### config.mk
export PLATFORM = sky130hd
export DESIGN_NAME = key_debounce_array
export DESIGN_NICKNAME = d
export VERILOG_FILES = /design/src/rtl/key_pkg.sv /design/src/rtl/key_debounce_ch.sv /design/src/rtl/key_debounce_array.sv
export SDC_FILE = /design/constraint.sdc
export NUM_CORES = 1
export LEC_CHECK = 0
export ABC_AREA = 1
export CAP_MARGIN = 20
export CORE_ASPECT_RATIO = 0.6
export CORE_MARGIN = 5
export CORE_UTILIZATION = 25
export DETAILED_ROUTE_END_ITERATION = 6
export GPL_ROUTABILITY_DRIVEN = 0
export SLEW_MARGIN = 10
export SYNTH_ARGS = -nofsm -noshare
export SYNTH_HDL_FRONTEND = slang
export SYNTH_SLANG_ARGS = --single-unit
### constraint.sdc
create_clock -name sys_clk -period 2.62 [get_ports sys_clk]
set_input_delay 0.524 -clock sys_clk [delete_from_list [all_inputs] [get_ports sys_clk]]
set_output_delay 0.524 -clock sys_clk [all_outputs]
set_load 0.05 [all_outputs]
### src/rtl/key_pkg.sv
// Shared constants for the key debounce block: hold-FSM encodings and default timing.
// Latency: n/a (package only).
// Backpressure: n/a (package only).
package key_pkg;

    // Hold FSM encodings (kept as plain constants for legacy tools)
    localparam logic [1:0] ST_IDLE = 2'd0;
    localparam logic [1:0] ST_HELD = 2'd1;
    localparam logic [1:0] ST_LONG = 2'd2;

    // Default timing at 50 MHz: 20 ms debounce, 1 s long press, 200 ms repeat
    localparam int DEF_N_KEYS        = 4;
    localparam int DEF_DEB_CYCLES    = 1_000_000;
    localparam int DEF_LONG_CYCLES   = 50_000_000;
    localparam int DEF_REPEAT_CYCLES = 10_000_000;

    // Bits needed to hold any value in 0..max_val (at least one bit)
    function automatic int cnt_width(input int max_val);
        if (max_val < 2) begin
            return 1;
        end
        return $clog2(max_val + 1);
    endfunction

endpackage

### src/rtl/key_debounce_ch.sv
// One key channel: 2-flop synchronizer, debounce counter, hold FSM (press/release/long/repeat).
// Latency: clean pin edge sampled at edge 0 shows on key_level and its strobe at edge DEB_CYCLES+2.
// Backpressure: none; all event outputs are single-cycle strobes that cannot be stalled.
// Ports: sys_clk, sys_rst_n (async active-low), key_in (raw pin), key_level (debounced level),
//        press_pulse / release_pulse / long_pulse / repeat_pulse (one-cycle strobes).
module key_debounce_ch
    import key_pkg::*;
#(
    parameter int DEB_CYCLES    = DEF_DEB_CYCLES,
    parameter int LONG_CYCLES   = DEF_LONG_CYCLES,
    parameter int REPEAT_CYCLES = DEF_REPEAT_CYCLES,
    parameter bit IDLE_LEVEL    = 1'b1
) (
    input  logic sys_clk,
    input  logic sys_rst_n,
    input  logic key_in,
    output logic key_level,
    output logic press_pulse,
    output logic release_pulse,
    output logic long_pulse,
    output logic repeat_pulse
);

    localparam int DW   = cnt_width(DEB_CYCLES);
    localparam int HMAX = (LONG_CYCLES > REPEAT_CYCLES) ? LONG_CYCLES : REPEAT_CYCLES;
    localparam int HW   = cnt_width(HMAX);

    localparam logic [DW-1:0] DEB_LOAD    = DW'(DEB_CYCLES);
    localparam logic [DW-1:0] DEB_LAST    = DW'(1);
    localparam logic [HW-1:0] LONG_LAST   = HW'(LONG_CYCLES - 1);
    localparam logic [HW-1:0] REPEAT_LAST = HW'((REPEAT_CYCLES > 0) ? REPEAT_CYCLES - 1 : 0);

    logic          sync1_q, sync1_d;
    logic          sync2_q, sync2_d;
    logic          raw_q, raw_d;
    logic          level_q, level_d;
    logic [DW-1:0] deb_cnt_q, deb_cnt_d;
    logic [1:0]    state_q, state_d;
    logic [HW-1:0] hold_cnt_q, hold_cnt_d;
    logic          press_q, press_d;
    logic          release_q, release_d;
    logic          long_q, long_d;
    logic          repeat_q, repeat_d;

    logic settle;
    logic press_ev;
    logic release_ev;

    always_comb begin
        sync1_d    = key_in;
        sync2_d    = sync1_q;
        raw_d      = raw_q;
        deb_cnt_d  = deb_cnt_q;
        state_d    = state_q;
        hold_cnt_d = hold_cnt_q;
        long_d     = 1'b0;
        repeat_d   = 1'b0;

        // Any movement on the synchronized pin restarts the stability window
        if (sync2_q != raw_q) begin
            raw_d     = sync2_q;
            deb_cnt_d = DEB_LOAD;
        end else if (deb_cnt_q != '0) begin
            deb_cnt_d = deb_cnt_q - 1'b1;
        end

        // Last clock of the window: commit the raw level if it is a real change
        settle     = (deb_cnt_q == DEB_LAST) && (raw_q != level_q);
        level_d    = settle ? raw_q : level_q;
        press_ev   = settle && (raw_q != IDLE_LEVEL);
        release_ev = settle && (raw_q == IDLE_LEVEL);
        press_d    = press_ev;
        release_d  = release_ev;

        // Release wins over a long/repeat event landing on the same edge
        if (release_ev) begin
            state_d    = ST_IDLE;
            hold_cnt_d = '0;
        end else begin
            case (state_q)
                ST_IDLE: begin
                    if (press_ev) begin
                        state_d    = ST_HELD;
                        hold_cnt_d = '0;
                    end
                end
                ST_HELD: begin
                    if (hold_cnt_q == LONG_LAST) begin
                        state_d    = ST_LONG;
                        hold_cnt_d = '0;
                        long_d     = 1'b1;
                    end else begin
                        hold_cnt_d = hold_cnt_q + 1'b1;
                    end
                end
                ST_LONG: begin
                    // With repeat disabled the counter simply parks at zero
                    if (REPEAT_CYCLES != 0) begin
                        if (hold_cnt_q == REPEAT_LAST) begin
                            hold_cnt_d = '0;
                            repeat_d   = 1'b1;
                        end else begin
                            hold_cnt_d = hold_cnt_q + 1'b1;
                        end
                    end
                end
                default: begin
                    state_d    = ST_IDLE;
                    hold_cnt_d = '0;
                end
            endcase
        end
    end

    always_ff @(posedge sys_clk or negedge sys_rst_n) begin
        if (!sys_rst_n) begin
            sync1_q    <= IDLE_LEVEL;
            sync2_q    <= IDLE_LEVEL;
            raw_q      <= IDLE_LEVEL;
            level_q    <= IDLE_LEVEL;
            deb_cnt_q  <= '0;
            state_q    <= ST_IDLE;
            hold_cnt_q <= '0;
            press_q    <= 1'b0;
            release_q  <= 1'b0;
            long_q     <= 1'b0;
            repeat_q   <= 1'b0;
        end else begin
            sync1_q    <= sync1_d;
            sync2_q    <= sync2_d;
            raw_q      <= raw_d;
            level_q    <= level_d;
            deb_cnt_q  <= deb_cnt_d;
            state_q    <= state_d;
            hold_cnt_q <= hold_cnt_d;
            press_q    <= press_d;
            release_q  <= release_d;
            long_q     <= long_d;
            repeat_q   <= repeat_d;
        end
    end

    assign key_level     = level_q;
    assign press_pulse   = press_q;
    assign release_pulse = release_q;
    assign long_pulse    = long_q;
    assign repeat_pulse  = repeat_q;

endmodule

### src/rtl/key_debounce_array.sv
// Array of N_KEYS independent debounced keys with press/release/long-press/auto-repeat strobes.
// Latency: DEB_CYCLES+2 clocks from first pin sample to key_level/press/release; long at press+LONG_CYCLES.
// Backpressure: none; strobes are one cycle wide and every channel reports in the same cycle.
// Ports: sys_clk, sys_rst_n (async active-low), key_in[N_KEYS] raw pins,
//        key_level / press_pulse / release_pulse / long_pulse / repeat_pulse [N_KEYS].
module key_debounce_array
    import key_pkg::*;
#(
    parameter int N_KEYS        = DEF_N_KEYS,
    parameter int DEB_CYCLES    = DEF_DEB_CYCLES,
    parameter int LONG_CYCLES   = DEF_LONG_CYCLES,
    parameter int REPEAT_CYCLES = DEF_REPEAT_CYCLES,
    parameter bit IDLE_LEVEL    = 1'b1
) (
    input  logic              sys_clk,
    input  logic              sys_rst_n,
    input  logic [N_KEYS-1:0] key_in,
    output logic [N_KEYS-1:0] key_level,
    output logic [N_KEYS-1:0] press_pulse,
    output logic [N_KEYS-1:0] release_pulse,
    output logic [N_KEYS-1:0] long_pulse,
    output logic [N_KEYS-1:0] repeat_pulse
);

    for (genvar g = 0; g < N_KEYS; g++) begin : g_ch
        key_debounce_ch #(
            .DEB_CYCLES   (DEB_CYCLES),
            .LONG_CYCLES  (LONG_CYCLES),
            .REPEAT_CYCLES(REPEAT_CYCLES),
            .IDLE_LEVEL   (IDLE_LEVEL)
        ) u_ch (
            .sys_clk      (sys_clk),
            .sys_rst_n    (sys_rst_n),
            .key_in       (key_in[g]),
            .key_level    (key_level[g]),
            .press_pulse  (press_pulse[g]),
            .release_pulse(release_pulse[g]),
            .long_pulse   (long_pulse[g]),
            .repeat_pulse (repeat_pulse[g])
        );
    end

endmodule

Yosys cells after proc, flatten, opt, wreduce, memory -nomap -nowiden
Index checks and enable logic that the tools add are counted.
Word-level totals
  input bits: 6
  register bits after elaboration: 224
  output and inout port bits: 20
Operators by class
  mux-type cells: 68
  $add $sub $neg: 8
  eq/ne operators: 40
  bitwise operators: 4
  reductions and logical operators: 28
Operators by type and width (count)
  $mux 26: 16
  $pmux 26 s3: 4
  $mux 20: 8
  $add 26x1->26 const B: 4
  $eq 26x24->1 const B: 4
  $eq 26x26->1 const B: 4
  $eq 20x1->1 const B: 4
  $reduce_bool 20->1: 4
  $sub 20x1->20 const B: 4
  $mux 1: 24
  $mux 2: 12
  $ne 3x1->1 const B: 8
  $pmux 2 s3: 4
  $logic_and 1x1->1: 12
  $reduce_and 3->1: 4
  $eq 2x1->1 const B: 4
  $eq 2x2->1 const B: 4
  $logic_not 2->1: 4
  $ne 1x1->1: 8
  $ne 2x1->1 const B: 4
  $reduce_bool 2->1: 4
  $not 1->1: 4

Logic depth before layout (Yosys ltp)
  depth after elaboration: 6
  mapped depth: 12
  depth with buffers taken out: 12

Modules after synthesis
From an unflattened synthesis, not the netlist that was laid out.
Second synthesis, totals
  cell total of the unflattened synthesis: 1828
  area, all modules: 13402.9 sq um
By module, submodules not included
  key_debounce_ch (g_ch[1].u_ch ...): instances 2, cells each 459, area each 3344.5 sq um
  key_debounce_ch (g_ch[3].u_ch): instances 1, cells each 464, area each 3362.0 sq um
  key_debounce_ch (g_ch[0].u_ch): instances 1, cells each 446, area each 3352.0 sq um

Worst setup path before layout
Ideal clock, no wire load.
  path kind: register to register
  start: reg g_ch[2].u_ch.raw_q
  end: reg g_ch[2].u_ch.hold_cnt_q[0]
  setup time: 0.127 ns
  slack: 0.970 ns
  cell stages (with the launch flop): 11
  buffers on the path: 1
  arrival time: 1.523 ns
  cells stage by stage: dfstp_2 > buf_4 > inv_2 > nand2_1 > nand2_1 > nor2_4 > nand4_2 > nand2_2 > nor2_8 > nand2_8 > mux2i_4
On the way
  longest elaborated chain between the ends: 4
  elaborated cells on any way between the ends: 7
  those cells by class: 2 x eq/ne; 1 x mux; 1 x bitwise; 3 x reduce/logical
RTL lines
  from (decl): line key_debounce_ch.sv:35  | logic raw_q, raw_d;
  from (signal assigned): line key_debounce_ch.sv:131  | raw_q <= raw_d;
  $ne 1x1->1: line key_debounce_ch.sv:68  | settle = (deb_cnt_q == DEB_LAST) && (raw_q != level_q);
  $logic_and 1x1->1: line key_debounce_ch.sv:68
  $logic_and 1x1->1, on equally long branches: line key_debounce_ch.sv:71, key_debounce_ch.sv:70
  $ne 3x1->1 (no source line) / $mux 26 (equally long branches)
  to (signal assigned): line key_debounce_ch.sv:135  | hold_cnt_q <= hold_cnt_d;
  to (decl): line key_debounce_ch.sv:39  | logic [HW-1:0] hold_cnt_q, hold_cnt_d;
Several ways; a longest one is shown, not always the timed one.
A chain may end at the register's enable or synchronous reset.

Worst setup path after layout
  start: reg g_ch[0].u_ch.level_q
  end: out key_level[0]
RTL lines
  from (decl): line key_debounce_ch.sv:36  | logic level_q, level_d;
  from (signal assigned): line key_debounce_ch.sv:132  | level_q <= level_d;
  to (decl): line key_debounce_array.sv:18  | output logic [N_KEYS-1:0] key_level,
No word-level cell between the ends.

==> reports/results.tsv <==
stage	metric	value	unit
detailed_routing	via/cell ratio	4.48	
critical_path	critical path, cell by cell	clkdlybuf4s50_1	
critical_path	startpoint class of the critical path	register	
critical_path	Required @ worst endpoint	2.10	ns
timing	final setup fails	0	
cells_and_area	Design Area, Final	17100	um2
yosys	Synth async-reset ratio	1.00	
cells_and_area	Largest Register	g_ch.u_ch.hold_cnt_q	
timing	final slew viol count	0	
cells_and_area	Core Util, Final	0.283	
critical_path	Top delay family on crit path	buffers and inverters	
floorplanning	die width	328	um
yosys	Post-Synthesis Cells	2167	
clock_network	CTS tree	done	
yosys	Top FF cell, synth	dfrtp_1	
clock_network	Root Driver	clkbuf_16	
power_and_ir_drop	Peak supply drop	487	uV
timing	final-report hold violation count	0	
floorplanning	Initial Util	0.251	
global_routing	largest net degree at the start of global routing	58	
floorplanning	Ports	26	
critical_path	worst path bufs/invs	1	
yosys	synthesis warning total	0	
critical_path	crit path max fanout	3	
clock_network	clk_lat worst skew	0.58	ns
timing	Final min period	2.47	ns
timing	Worst Skew	0.0352	ns
outcome	status	complete, no violations	
clock_network	post-cts sizing count	0	
critical_path	Worst Setup End Kind	output pin	
yosys	Post-Syn Area per Cell	7.01	um2
cells_and_area	antenna diode count	0	
cells_and_area	layout cells sized above 1	0.0918	
yosys	largest area contributor in the netlist	dfrtp_1	
clock_network	Longest Clk Path Bufs	3	
cells_and_area	Fill cells	6584	
yosys	Synth top area share	0.342	
critical_path	Crit-path slowest cell	clkdlybuf4s50_1	
critical_path	Worst EP arrival	1.94	ns
yosys	post-synthesis cell type count	50	
cells_and_area	max reg flops	104	
timing	Slew headroom	0.616	
detailed_routing	Detailed Routing Iterations Pass 1	6	
power_and_ir_drop	leakage power	7.65	nW
timing	fmax	406	MHz
placement	Post-DP HPWL	29200	um
clock_network	clock-pin slew of the registers on the worst-case setup and hold paths	0.06	ns
detailed_routing	WL/cell	12.9	um
global_routing	gr ovfl total	0	
global_routing	GRT Util Overall	0.118	
cells_and_area	Largest regs	g_ch.u_ch.hold_cnt_q (104), g_ch.u_ch.deb_cnt_q (80), g_ch.u_ch.state_q (8)	
clock_network	Post-CTS Setup Bufs	0	
detailed_routing	final WL	39100	um
detailed_routing	Vias	13500	
floorplanning	Rows	70	
global_routing	first-pass GRT wire length	66000	um
critical_path	Max stage delay on crit path	0.82	ns
yosys	sequential area share after synthesis	0.370	
flow_run	Max-Cap Viols	0	
cells_and_area	nets	2210	
critical_path	WS Path Type	register to output pin	
timing	setup TNS	0	ns
yosys	number of flops mapped to enable cells by yosys	0	
floorplanning	Vert. Die Dim	201	um
power_and_ir_drop	Pwr Density	700	nW/um2
yosys	top cells by area, synth	dfrtp_1 34%, nand2_1 14%, nor2_1 8.4%	
floorplanning	die area	66000	um2
cells_and_area	Area growth, synth to finish	12.8	%
clock_network	H-tree depth	1	
yosys	Synth Register Bits	224	
timing	Worst-Margin Slew	0.574	ns
placement	IO Port Bufs	25	
yosys	syn_nets	2209	
timing	fin crit share	0.941	
global_routing	vias in the first global route	12100	
placement	dpl cell area	16200	um2
detailed_routing	DRC Markers	0	
worst_hold_path	Hold Path Class	register to register	
clock_network	CTS buffer count	28	
detailed_routing	Routed Antenna Nets	0	
detailed_routing	drt first-iter violations	1277	
global_routing	initial antenna violation count	0	
floorplanning	Core Box Area	60500	um2
timing	RSZ-0062 raised after global routing	false	
yosys	Cell Area, Synth	15200	um2
clock_network	clk sinks	224	
[Yosys cell counts (5+ instances only)]
cell	instances
nand2_1	551
nor2_1	342
inv_1	257
dfrtp_1	208
nand3_1	181
a21oi_1	79
nand4_1	64
nor3_1	61
xor2_1	51
o21ai_0	37
ha_1	36
buf_4	27
xnor2_1	23
buf_2	22
nor2_2	21
o21ai_1	19
dfstp_2	16
o21ai_2	16
a31oi_1	14
nor2_4	14
clkbuf_1	13
inv_2	13
nand2_2	13
or2_2	12
nor4_1	10
nand2_4	9
buf_6	6
nand3_2	6
nand3b_1	6
a21oi_2	5
[cells by family after synthesis]
kind of cell / share of synthesized area
xor gates and xnor gates: 0.0455
buffers and inverters: 0.0957
adders and majority gates: 0.0296
and+or+nand+nor: 0.389
AOI/OAI and AO/OA: 0.0688
muxes: 0.00148
DFF: 0.370
[layout make-up]
cell class	instances	area, um2	share of cell area
Multi-Input combinational cell	1603	8120	0.473
Sequential cell	224	5630	0.328
Tap cell	828	1040	0.0604
Inverter	272	1030	0.0598
Clock buffer	40	796	0.0464
Timing Repair Buffer	39	388	0.0226
Clock inverter	12	159	0.00927
[worst paths after layout]
kind                                                    endpoint  cells past startpoint  slack (ns)                                   start
setup / recovery                                    key_level[0]                      1        0.15      g_ch[0].u_ch.key_level$_DFFE_PN1N_
hold / removal                    g_ch[0].u_ch.sync2_q$_DFF_PN1_                      0        0.35          g_ch[0].u_ch.sync1_q$_DFF_PN1_
setup reg to reg             g_ch[0].u_ch.state_q[1]$_DFFE_PN0P_                     10        0.49  g_ch[0].u_ch.deb_cnt_q[17]$_DFFE_PN0P_
hold reg to reg                   g_ch[0].u_ch.sync2_q$_DFF_PN1_                      0        0.35          g_ch[0].u_ch.sync1_q$_DFF_PN1_
max in group asynchronous         g_ch[1].u_ch.raw_q$_DFFE_PN1N_                      3        1.32                               sys_rst_n
min in group asynchronous  g_ch[0].u_ch.deb_cnt_q[9]$_DFFE_PN0P_                      2        0.50                               sys_rst_n
[through the flow]
stage	worst slack [ns]	std cells	power, mW	hold slack (ns)
2_1_floorplan	0.970	2167	7.12	0.228
3_3_place_gp	0.564	2965	7.96	0.346
3_5_place_dp	0.540	2965	7.96	0.347
4_1_cts	0.0904	3018	12.1	0.335
5_1_grt	0.0762	3018	12.8	0.345
6_report	0.155	3018	12.0	0.355
[per-layer routing]
layer | vias to the layer above | GRT usage | part of all wire | wire length (um)
li1 | 6895 | - | - | -
met4 | 0 | 0.0196 | 0.016 | 635
met5 | - | 0 | 0 | 0
met2 | 412 | 0.139 | 0.34 | 13200
met1 | 6171 | 0.211 | 0.58 | 22500
met3 | 43 | 0.0206 | 0.069 | 2710
[placed cells by master, fill, tap and decap left out, types with 36 or more instances in the layout]
cell / n
nand4_1: 64
dfrtp_1: 208
nand3_1: 181
nor3_1: 61
o21ai_0: 37
nand2_1: 551
a21oi_1: 79
nor2_1: 342
ha_1: 36
inv_1: 257
xor2_1: 51
[where the power goes]
part | internal (mW) | switching, mW
clock network | 2.42 | 1.63
logic | 1.06 | 2.89
registers | 3.73 | 0.283
total | 7.21 | 4.80
[repair_timing]
action	in CTS	in global routing
endpoints found under the setup margin	0	0
endpoints found under the hold margin	47	0
hold buffers	1	0
(Power assumes the default switching activity.)
